**config.mk**
```make
export PLATFORM = sky130hd
export DESIGN_NAME = sdiv_arbiter
export DESIGN_NICKNAME = d
export VERILOG_FILES = /design/src/rtl/sdiv_arbiter.sv
export SDC_FILE = /design/constraint.sdc
export NUM_CORES = 1
export LEC_CHECK = 0
export ABC_AREA = 1
export ABC_CLOCK_PERIOD_IN_PS = 4540
export CORE_AREA = 4 4 79 81
export DETAILED_ROUTE_END_ITERATION = 10
export DIE_AREA = 0 0 83 85
export PLACE_DENSITY = 0.94
export SLEW_MARGIN = 10
export SYNTH_ARGS = -nofsm -noshare
export SYNTH_HDL_FRONTEND = slang
export SYNTH_SLANG_ARGS = --single-unit
```
**constraint.sdc**
```tcl
create_clock -name clk -period 4.54 [get_ports clk]
set_input_delay 0.908 -clock clk [delete_from_list [all_inputs] [get_ports clk]]
set_output_delay 0.908 -clock clk [all_outputs]
set_load 0.02 [all_outputs]
```
**src/rtl/sdiv_arbiter.sv**
```systemverilog
// Two-requester front end for a shared sequential divider: round-robin grant,
// operand latching, start/ready handshake, divide-by-zero trap and timeout abort.
module sdiv_arbiter #(
   parameter int W       = 8,
   parameter int TIMEOUT = 64,
   parameter int CW      = 8
) (
   input  logic         clk,
   input  logic         reset,
   input  logic         req0,
   input  logic [W-1:0] dividend0,
   input  logic [W-1:0] divisor0,
   input  logic         req1,
   input  logic [W-1:0] dividend1,
   input  logic [W-1:0] divisor1,
   output logic         gnt0,
   output logic         gnt1,
   output logic         done0,
   output logic         done1,
   output logic [W-1:0] quotient,
   output logic [W-1:0] remainder,
   output logic         err,
   output logic         busy,
   output logic         div_start,
   output logic [W-1:0] div_dividend,
   output logic [W-1:0] div_divisor,
   output logic         div_abort,
   input  logic         div_ready,
   input  logic [W-1:0] div_quotient,
   input  logic [W-1:0] div_remainder
);

   typedef enum logic [2:0] {
      IDLE,
      ISSUE,
      WAIT_BUSY,
      WAIT_DONE,
      RESP
   } state_t;

   state_t         state;
   state_t         state_next;
   logic           rr;
   logic           id;
   logic [CW-1:0]  cnt;

   logic           accept;
   logic           win;
   logic [W-1:0]   win_dividend;
   logic [W-1:0]   win_divisor;
   logic           complete;
   logic           timeout_hit;
   logic [W-1:0]   quotient_next;
   logic [W-1:0]   remainder_next;
   logic           err_next;

   // Winner selection: a lone request always wins, a tie goes to the rr pointer.
   always_comb begin
      accept       = (state == IDLE) && (req0 || req1) && div_ready;
      win          = (req0 && req1) ? rr : req1;
      win_dividend = win ? dividend1 : dividend0;
      win_divisor  = win ? divisor1  : divisor0;
   end

   // Completion beats a coincident timeout, so the timeout term excludes it.
   always_comb begin
      complete    = (state == WAIT_DONE) && div_ready;
      timeout_hit = ((state == WAIT_BUSY) || (state == WAIT_DONE)) &&
                    (cnt == CW'(TIMEOUT - 1)) && !complete;
   end

   // Next state and the result values loaded on entry to RESP.
   always_comb begin
      state_next     = state;
      quotient_next  = quotient;
      remainder_next = remainder;
      err_next       = err;
      case (state)
         IDLE: begin
            if (accept) begin
               state_next = ISSUE;
            end
         end
         ISSUE: begin
            // A zero divisor never reaches the divider; div_start was withheld at acceptance.
            if (div_divisor == '0) begin
               state_next     = RESP;
               quotient_next  = '1;
               remainder_next = div_dividend;
               err_next       = 1'b1;
            end else begin
               state_next = WAIT_BUSY;
            end
         end
         WAIT_BUSY: begin
            if (timeout_hit) begin
               state_next     = RESP;
               quotient_next  = '0;
               remainder_next = '0;
               err_next       = 1'b1;
            end else if (!div_ready) begin
               state_next = WAIT_DONE;
            end
         end
         WAIT_DONE: begin
            if (complete) begin
               state_next     = RESP;
               quotient_next  = div_quotient;
               remainder_next = div_remainder;
               err_next       = 1'b0;
            end else if (timeout_hit) begin
               state_next     = RESP;
               quotient_next  = '0;
               remainder_next = '0;
               err_next       = 1'b1;
            end
         end
         RESP: begin
            state_next = IDLE;
         end
         default: begin
            state_next = IDLE;
         end
      endcase
   end

   // Every output is a flop; the counter measures cycles since div_start.
   always_ff @(posedge clk or posedge reset) begin
      if (reset) begin
         state        <= IDLE;
         rr           <= 1'b0;
         id           <= 1'b0;
         cnt          <= '0;
         gnt0         <= 1'b0;
         gnt1         <= 1'b0;
         done0        <= 1'b0;
         done1        <= 1'b0;
         quotient     <= '0;
         remainder    <= '0;
         err          <= 1'b0;
         busy         <= 1'b0;
         div_start    <= 1'b0;
         div_dividend <= '0;
         div_divisor  <= '0;
         div_abort    <= 1'b0;
      end else begin
         state     <= state_next;
         gnt0      <= accept && !win;
         gnt1      <= accept && win;
         div_start <= accept && (win_divisor != '0);
         div_abort <= timeout_hit;
         busy      <= (state_next != IDLE);
         done0     <= (state_next == RESP) && !id;
         done1     <= (state_next == RESP) && id;
         quotient  <= quotient_next;
         remainder <= remainder_next;
         err       <= err_next;
         if (accept) begin
            id           <= win;
            div_dividend <= win_dividend;
            div_divisor  <= win_divisor;
            cnt          <= '0;
         end else if ((state == ISSUE) || (state == WAIT_BUSY) || (state == WAIT_DONE)) begin
            cnt <= cnt + CW'(1);
         end
         if (state == RESP) begin
            rr <= ~id;
         end
      end
   end

endmodule
```
==> reports/results.ini, run 1 <==
[synthesis]
synth_nets = 376
synthArstFlopShare_pct = 100
yosysTopAreaCell = dfrtp_1
ys.flop_type = dfrtp_1
seq_area_frac_synth_pct = 50.0
synthTopCellsByArea = dfrtp_1, nand2_1, nand3_1
synth.distinct_cells = 30
synthTopCellsByCount = nand2_1, dfrtp_1, inv_1, nor2_1, nand3_1
netlist_instances = 322
syn_area_mm2 = 0.00265
ys_warn_count = 0
synth-seq-cells = 53
avgSynthCellArea_um2 = 8.23
synth_edf_count = 0
yosysMostFrequentCell = nand2_1
synth.top_cell.area_share_pct = 50.0

[drt]
vias_per_cell = 5.02
via_count = 2450
wirelength_mm = 6.88
wl_per_cell_um = 14.1
drtIter0Drc = 174
ant_nets = 0
dr.pass1.iters = 4
drc = 0

[timing]
final_hold_viol_count = 0
relSlewSlack_pct = 28.2
fin_crit_sh_pct = 58.7
rsz0062_at_grt = no
finalMaxSlewViolations = 0
finalClockSkew_ns = 0.00755
fin_crit_ns = 2.67
tightestPinTransition_ns = 1.08
setup_tns_ns = 0
fin_ws_ns = 1.87
setup_viol = 0
fmax_ghz = 0.375

[clock_tree]
cts_setup_buffers = 0
insertion_delay_ns = 0.31
cts_resized = 0
numCtsBuffers = 5
clock_path_buffers = 2
path_clk_slew_ns = 0.10
clkSinkCount = 53
holdBufCountCts = 0
cts_tree = yes
cts-htree-levels = 2
root_buffer = clkbuf_8

[critical_path]
worstReg2RegStart = cnt[0]
ff2ff_path_depth = 8
cp-end-kind = flop
r2r_slack_ns = 2.69
crit_fanout = 37
cp.required_ns = 4.77
worst-endpoint-arrival_ns = 2.90
crit_path_start_kind = input pin
worstSetupPathType = input pin to flop
reg2reg_to = remainder[2]

[hold_path]
hp-start = id
min_path_cells = 1
min_to = done0
hold_class = flop to flop

[global_routing]
grt_overflow = 0
grt_pass1_wl_mm = 11.6
grt_usage_pct = 19.8
grt_pass1_vias = 2470
grt_start_max_net_pins = 54
antenna_found_initial = 0

[floorplanning]
die_area_mm2 = 0.00706
die_x_um = 83
start_util_pct = 48.4
die-height_um = 85
core_area_mm2 = 0.00547
ios = 93
fp-row-count = 27

[place]
port_buffers = 92
dp_hpwl_mm = 5.11
routabilityCongestion = 0.851
pre_cts_slack_ns = 1.59

[power]
ir_worst_vdd_uv = 324
p_leak_nw = 1.76
power_per_cell_area_mw_per_mm2 = 590

[layout]
syn2layout_area_growth_pct = 39.1
final_nets = 469
drive_above_1_share_pct = 9.13
antennaDiodeCount = 0

[status]
status = finished clean

[run]
maxCapViolCount = 0

[cell usage in the layout (no fill, tap or decap), types with 5 or more instances in the layout]
cell type and n:
nand2_1 116, clkdlybuf4s50_1 92, dfrtp_1 53, nor2_1 30
inv_1 29, nand3_1 23, o21ai_0 15, o21ai_2 8
nand3b_1 6, nand2_2 5, nand4_1 5, clkbuf_8 5
[flip-flops by register name (all words and copies together), names as in the netlist, 3 cells and up]
signal and count:
cnt 8, div_dividend 8, div_divisor 8, quotient 8, remainder 8, state 3
[logic make-up after synthesis]
group | count (synthesis) | synth area share (%)
DFF | 53 | 50.0
AOI/OAI and AO/OA | 34 | 9.16
adders and majority gates | 1 | 0.472
buffers and inverters | 39 | 7.08
and+or+nand+nor | 195 | 33.3
[critical path: stages]
cell,delay [ns]
clkdlybuf4s50_1,0.61
o21bai_4,0.91
o21ai_0,0.27
a21oi_1,0.18
[worst max path at each step]
stage | from | to | slack [ns] | cells past startpoint
finish | req1 | cnt[2] | 1.87 | 4
global route | req1 | cnt[2] | 1.74 | 4
CTS | req1 | cnt[2] | 1.91 | 4
detailed placement | req1 | cnt[2] | 1.59 | 4
global placement | req1 | cnt[2] | 1.73 | 4
floorplan | reset | busy | 2.35 | 1
[area by class of cell]
class	instances	area [um^2]
fillers	441	1780
flip-flops and latches	53	1330
multi-input cells	230	1140
repair buffers	92	921
inverters	33	124
well taps	72	90.1
clock buffers	5	68.8
clock inverters	3	21.3
[layer usage]
layer	GRT usage, %	wire (um)	vias to the layer above
met4	5.50	87	0
met3	4.76	469	10
met5	0	0	-
li1	-	-	1200
met1	24.0	2820	1130
met2	35.3	3500	110
[power by group]
part / total (W) / switching, W / leakage (nW) / internal, W
clock: 0.000273 / 0.000163 / 0.0445 / 0.000110
sequential: 0.000814 / 0.000154 / 0.660 / 0.000659
combinational: 0.00109 / 0.000625 / 1.06 / 0.000466
[through the flow]
stage	power (W)	hold slack [ns]	utilization, %	cell area, um^2	std cells
6_report	0.00218	0.496	67.4	3690	488
5_1_grt	0.00232	0.512	67.4	3690	488
4_1_cts	0.00218	0.488	67.4	3690	488
3_5_place_dp	0.00191	0.464	65.8	3600	480
3_3_place_gp	0.00186	0.453	65.8	3600	480
2_1_floorplan	0.00145	0.422	-	2650	322
(Power assumes the default switching activity.)
==> run 2: changes to the inputs <==
--- a/config.mk
+++ b/config.mk
@@ -6,11 +6,11 @@
 export NUM_CORES = 1
 export LEC_CHECK = 0
 export ABC_AREA = 1
-export ABC_CLOCK_PERIOD_IN_PS = 4540
-export CORE_AREA = 4 4 79 81
+export ABC_CLOCK_PERIOD_IN_PS = 2200
+export CORE_AREA = 4 4 86 88
 export DETAILED_ROUTE_END_ITERATION = 10
-export DIE_AREA = 0 0 83 85
-export PLACE_DENSITY = 0.94
+export DIE_AREA = 0 0 90 92
+export PLACE_DENSITY = 0.85
 export SLEW_MARGIN = 10
 export SYNTH_ARGS = -nofsm -noshare
 export SYNTH_HDL_FRONTEND = slang
==> constraint.sdc (replaced) <==
create_clock -name clk -period 2.2 [get_ports clk]
set_input_delay 0.44 -clock clk [delete_from_list [all_inputs] [get_ports clk]]
set_output_delay 0.44 -clock clk [all_outputs]
set_load 0.02 [all_outputs]
==> run 2 against run 1 <==
Clock power increased by 130%. Non-clock buffer count up 9. Final area is 2.8% higher. Largest power group unchanged. Critical path depth fell by 3. Flip-flop and latch count stayed put. Clock skew up 0.0040 ns. Sequential share of layout area shrank 1.0 points. Wire length fell by 0.93%. Power increased by 110%. First-iteration DRC count decreased by 24%. Combinational power is 110% higher. Register-to-register slack lost 2.3 ns. Largest cell class unchanged.
==> reports/results.ini, run 2 (same netlist as run 1, synthesis figures left out) <==
[status]
status = finished clean

[critical_path]
cp_top_family = buffers and inverters
worstSetupPathType = flop to output port
slowest_delay_ns = 0.62
cp.required_ns = 1.76
crit_fanout = 3
crit_path_top_delay_cell = clkdlybuf4s50_1
crit_chain = clkdlybuf4s50_1
crit_path_start_kind = flop
worst-endpoint-arrival_ns = 1.34
critPathBufInv = 1
cp-end-kind = output port

[floorplanning]
die_x_um = 90
die_area_mm2 = 0.00828
start_util_pct = 39.9
ios = 93
fp-row-count = 30
core_area_mm2 = 0.00664
die-height_um = 92

[layout]
final_common_cell = nand2_1
antennaDiodeCount = 0
syn2layout_area_growth_pct = 43.1
drive_above_1_share_pct = 11.1
fin_cells = 505
final_cell_mix = nand2_1, clkdlybuf4s50_1, dfrtp_1
final_nets = 478
final_util_pct = 57.1

[clock_tree]
clkSinkCount = 53
holdBufCountCts = 0
cts_setup_buffers = 0
cts-htree-levels = 2
cts_tree = yes
clock_path_buffers = 2
cts_resized = 0
root_buffer = clkbuf_8
insertion_delay_ns = 0.31
numCtsBuffers = 5
path_clk_slew_ns = 0.10

[drt]
ant_nets = 0
wl_per_cell_um = 13.5
via_count = 2503
vias_per_cell = 4.96
dr.pass1.iters = 4
drc = 0
drtIter0Drc = 133
wirelength_mm = 6.81

[timing]
final_hold_viol_count = 0
setup_tns_ns = 0
fin_crit_sh_pct = 80.9
finalClockSkew_ns = 0.0116
setup_viol = 0
hold_ws_ns = 0.430
finalMaxSlewViolations = 0
relSlewSlack_pct = 65.8
fin_crit_ns = 1.78
fmax_ghz = 0.562
rsz0062_at_grt = no
tightestPinTransition_ns = 0.512
fin_ws_ns = 0.420

[place]
routabilityCongestion = 0.793
place_inst = 497
dp_hpwl_mm = 5.22
port_buffers = 92
pre_cts_slack_ns = 0.196

[global_routing]
grt_pass1_wl_mm = 11.6
grt_overflow = 0
grt_pass1_vias = 2554
grt_start_max_net_pins = 24
antenna_found_initial = 0
grt_usage_pct = 16.9

[hold_path]
hold_class = input pin to asynchronous set/reset pin

[power]
p_leak_nw = 1.82
ir_worst_vdd_uv = 640
power_per_cell_area_mw_per_mm2 = 1200

[run]
maxCapViolCount = 0

==> run 2: through the flow <==
stage,cell area [um^2],power (W)
2_1_floorplan,2650,0.00298
3_3_place_gp,3690,0.00390
3_5_place_dp,3690,0.00397
4_1_cts,3790,0.00461
5_1_grt,3790,0.00488
6_report,3790,0.00457
==> run 2: final timing paths <==
check / from / endpoint / slack [ns] / cells after the start
hold reg to reg: id / done0 / 0.49 / 1
setup reg to reg: cnt[0] / remainder[1] / 0.43 / 8
max in group asynchronous: reset / cnt[1] / 1.19 / 3
setup / recovery: div_divisor[6] / div_divisor[6] / 0.42 / 1
hold / removal: reset / quotient[6] / 0.43 / 2
min in group clk: id / done0 / 0.49 / 1
==> run 2: routing by layer <==
layer	share of wire [%]	wire [um]	vias to the layer above	GRT usage, %
met5	0	0	-	0
met4	1.2	80	0	4.85
met3	6.1	414	11	5.00
met2	51	3450	71	29.4
met1	42	2870	1197	20.5
li1	-	-	1224	-
==> run 2: cell type report <==
class | instances | area [um^2]
fill | 581 | 2850
sequential | 53 | 1330
multi-input combinational | 230 | 1140
timing repair buffer | 101 | 1000
inverter | 33 | 124
tap | 80 | 100
clock buffer | 7 | 96.3
clock inverter | 1 | 8.76
==> run 2: power by group <==
part | switching (W) | internal, W | total [W]
clock | 0.000329 | 0.000291 | 0.000620
sequential | 0.000313 | 0.00136 | 0.00167
combinational | 0.00127 | 0.00100 | 0.00228
==> run 3: changes to the inputs <==
--- a/config.mk
+++ b/config.mk
@@ -6,7 +6,7 @@
 export NUM_CORES = 1
 export LEC_CHECK = 0
 export ABC_AREA = 1
-export ABC_CLOCK_PERIOD_IN_PS = 2200
+export ABC_CLOCK_PERIOD_IN_PS = 1550
 export CORE_AREA = 4 4 86 88
 export DETAILED_ROUTE_END_ITERATION = 10
 export DIE_AREA = 0 0 90 92
==> constraint.sdc (replaced) <==
create_clock -name clk -period 1.55 [get_ports clk]
set_input_delay 0.31 -clock clk [delete_from_list [all_inputs] [get_ports clk]]
set_output_delay 0.31 -clock clk [all_outputs]
set_load 0.02 [all_outputs]
==> run 3 against run 2 <==
Clock-buffer cell count down 2. Highest routed layer unchanged. Global-route usage about the same. Worst hold slack got worse by 0.014 ns. Sequential share of layout area down 1.1 points. Final area rose by 3.5%.
==> reports/results.ini, run 3 (same netlist as run 1, synthesis figures left out) <==
[clock_tree]
insertion_delay_ns = 0.31
cts_tree = yes
path_clk_slew_ns = 0.10
numCtsBuffers = 5
clock_path_buffers = 2
cts-htree-levels = 2
clkSinkCount = 53
root_buffer = clkbuf_8

[hold_path]
hold_class = input pin to asynchronous set/reset pin

[drt]
drtIter0Drc = 153
wl_per_cell_um = 13.1
dr.pass1.iters = 4
via_count = 2516
drc = 0
wirelength_mm = 6.83
vias_per_cell = 4.81
ant_nets = 0

[place]
port_buffers = 92
routabilityCongestion = 0.848
dp_hpwl_mm = 5.17

[layout]
drive_above_1_share_pct = 15.8
nFillCells = 580
syn2layout_area_growth_pct = 48.1
final_util_pct = 59.1
antennaDiodeCount = 0
final_nets = 497
final_common_cell = nand2_1
final_cell_mix = nand2_1, clkdlybuf4s50_1, dfrtp_1

[critical_path]
critPathBufInv = 1
worst-endpoint-arrival_ns = 1.71
slowest_delay_ns = 0.46
cp-end-kind = flop
crit_path_frequent_cell = nor2_4
crit_chain = nor2_4 > nand3_2 > o21bai_4 > buf_12 > nor2_4 > nand2_1 > nand3_1
worstSetupPathType = flop to flop
cp_top_family = simple AND/OR/NAND/NOR gates
crit_path_top_delay_cell = dfrtp_2
crit_fanout = 18
crit_path_start_kind = flop
cp.required_ns = 1.80

[status]
status = finished clean

[timing]
setup_viol = 0
rsz0062_at_grt = no
fin_crit_sh_pct = 93.9
setup_tns_ns = 0
fmax_ghz = 0.687
finalClockSkew_ns = 0.00930
fin_crit_ns = 1.46
finalMaxSlewViolations = 0
final_hold_viol_count = 0
relSlewSlack_pct = 79.1
tightestPinTransition_ns = 0.310

[run]
maxCapViolCount = 0

[global_routing]
grt_start_max_net_pins = 54
grt_usage_pct = 17.0
antenna_found_initial = 0
grt_overflow = 0
grt_pass1_wl_mm = 11.6
grt_pass1_vias = 2545

[floorplanning]
ios = 93
fp-row-count = 30
die-height_um = 92
die_x_um = 90
start_util_pct = 39.9
die_area_mm2 = 0.00828
core_area_mm2 = 0.00664

[power]
ir_worst_vdd_uv = 1100
power_per_cell_area_mw_per_mm2 = 1640
p_leak_nw = 2.00

-- run 3: cell count changes in the layout (fill, tap and decap cells not counted), sizes merged --
cell           previous run  this run
clkdlybuf4s50            92        52
dlygate4sd2               0        40
buf                       9        27
clkbuf                    7         5
clkinvlp                  0         2
bufinv                    0         1
clkinv                    1         0
inv                      33        32
nor2                     33        34
-- run 3: worst paths after layout --
path	start	cells after the start	slack (ns)	to
max in group asynchronous	reset	3	0.89	state[1]
min in group clk	remainder[1]	2	0.49	remainder[1]
worst min register to register	remainder[1]	2	0.49	remainder[1]
worst max register to register	state[1]	7	0.09	div_dividend[1]
worst min-delay path	reset	3	0.42	div_divisor[2]
worst max-delay path	state[1]	7	0.09	div_dividend[1]
-- run 3: routing by layer --
metal | GRT usage [%] | up-vias | part of all wire [%]
met2 | 29.0 | 88 | 49
met1 | 21.6 | 1163 | 43
li1 | - | 1256 | -
met4 | 3.83 | 0 | 1.1
met3 | 4.51 | 9 | 6.9
met5 | 0 | - | 0
-- run 3: layout make-up --
class                      instances  area [um^2]  share of cell area (%)
multi-input combinational        231         1160                    29.4
clock inverter                     2         38.8                   0.988
timing repair buffer             119         1100                    28.1
tap                               80          100                    2.55
clock buffer                       5         68.8                    1.75
sequential                        53         1330                    33.8
inverter                          33          131                    3.35
-- run 3: worst reg2reg max path: stages, from the launching register on --
cell	delay, ns
dfrtp_2	0.46
nor2_4	0.16
nand3_2	0.11
o21bai_4	0.20
buf_12	0.16
nor2_4	0.18
nand2_1	0.07
nand3_1	0.06
-- run 3: metrics by stage --
step	hold slack [ns]	setup WS, ns	cells	area, um^2	total power, W
floorplan	0.371	0.0902	322	2660	0.00424
global placement	0.469	-0.149	512	3820	0.00568
detailed placement	0.472	-0.172	512	3820	0.00579
CTS	0.431	0.0510	519	3870	0.00640
global route	0.447	0.00183	523	3930	0.00692
finish	0.416	0.0946	523	3930	0.00644
-- run 3: power breakdown --
part / internal [W] / leakage (nW) / switching (W)
logic: 0.00127 / 1.29 / 0.00186
registers: 0.00194 / 0.658 / 0.000426
clock network: 0.000479 / 0.0546 / 0.000468
total: 0.00368 / 2.00 / 0.00276
-- run 3: what timing repair did --
item                       CTS  global route
cloned                       0             1
hold buffers                 0             0
gates resized for setup     40             7
pin swaps                    0             2
setup endpoints to repair   40            24
setup buffers                0             3
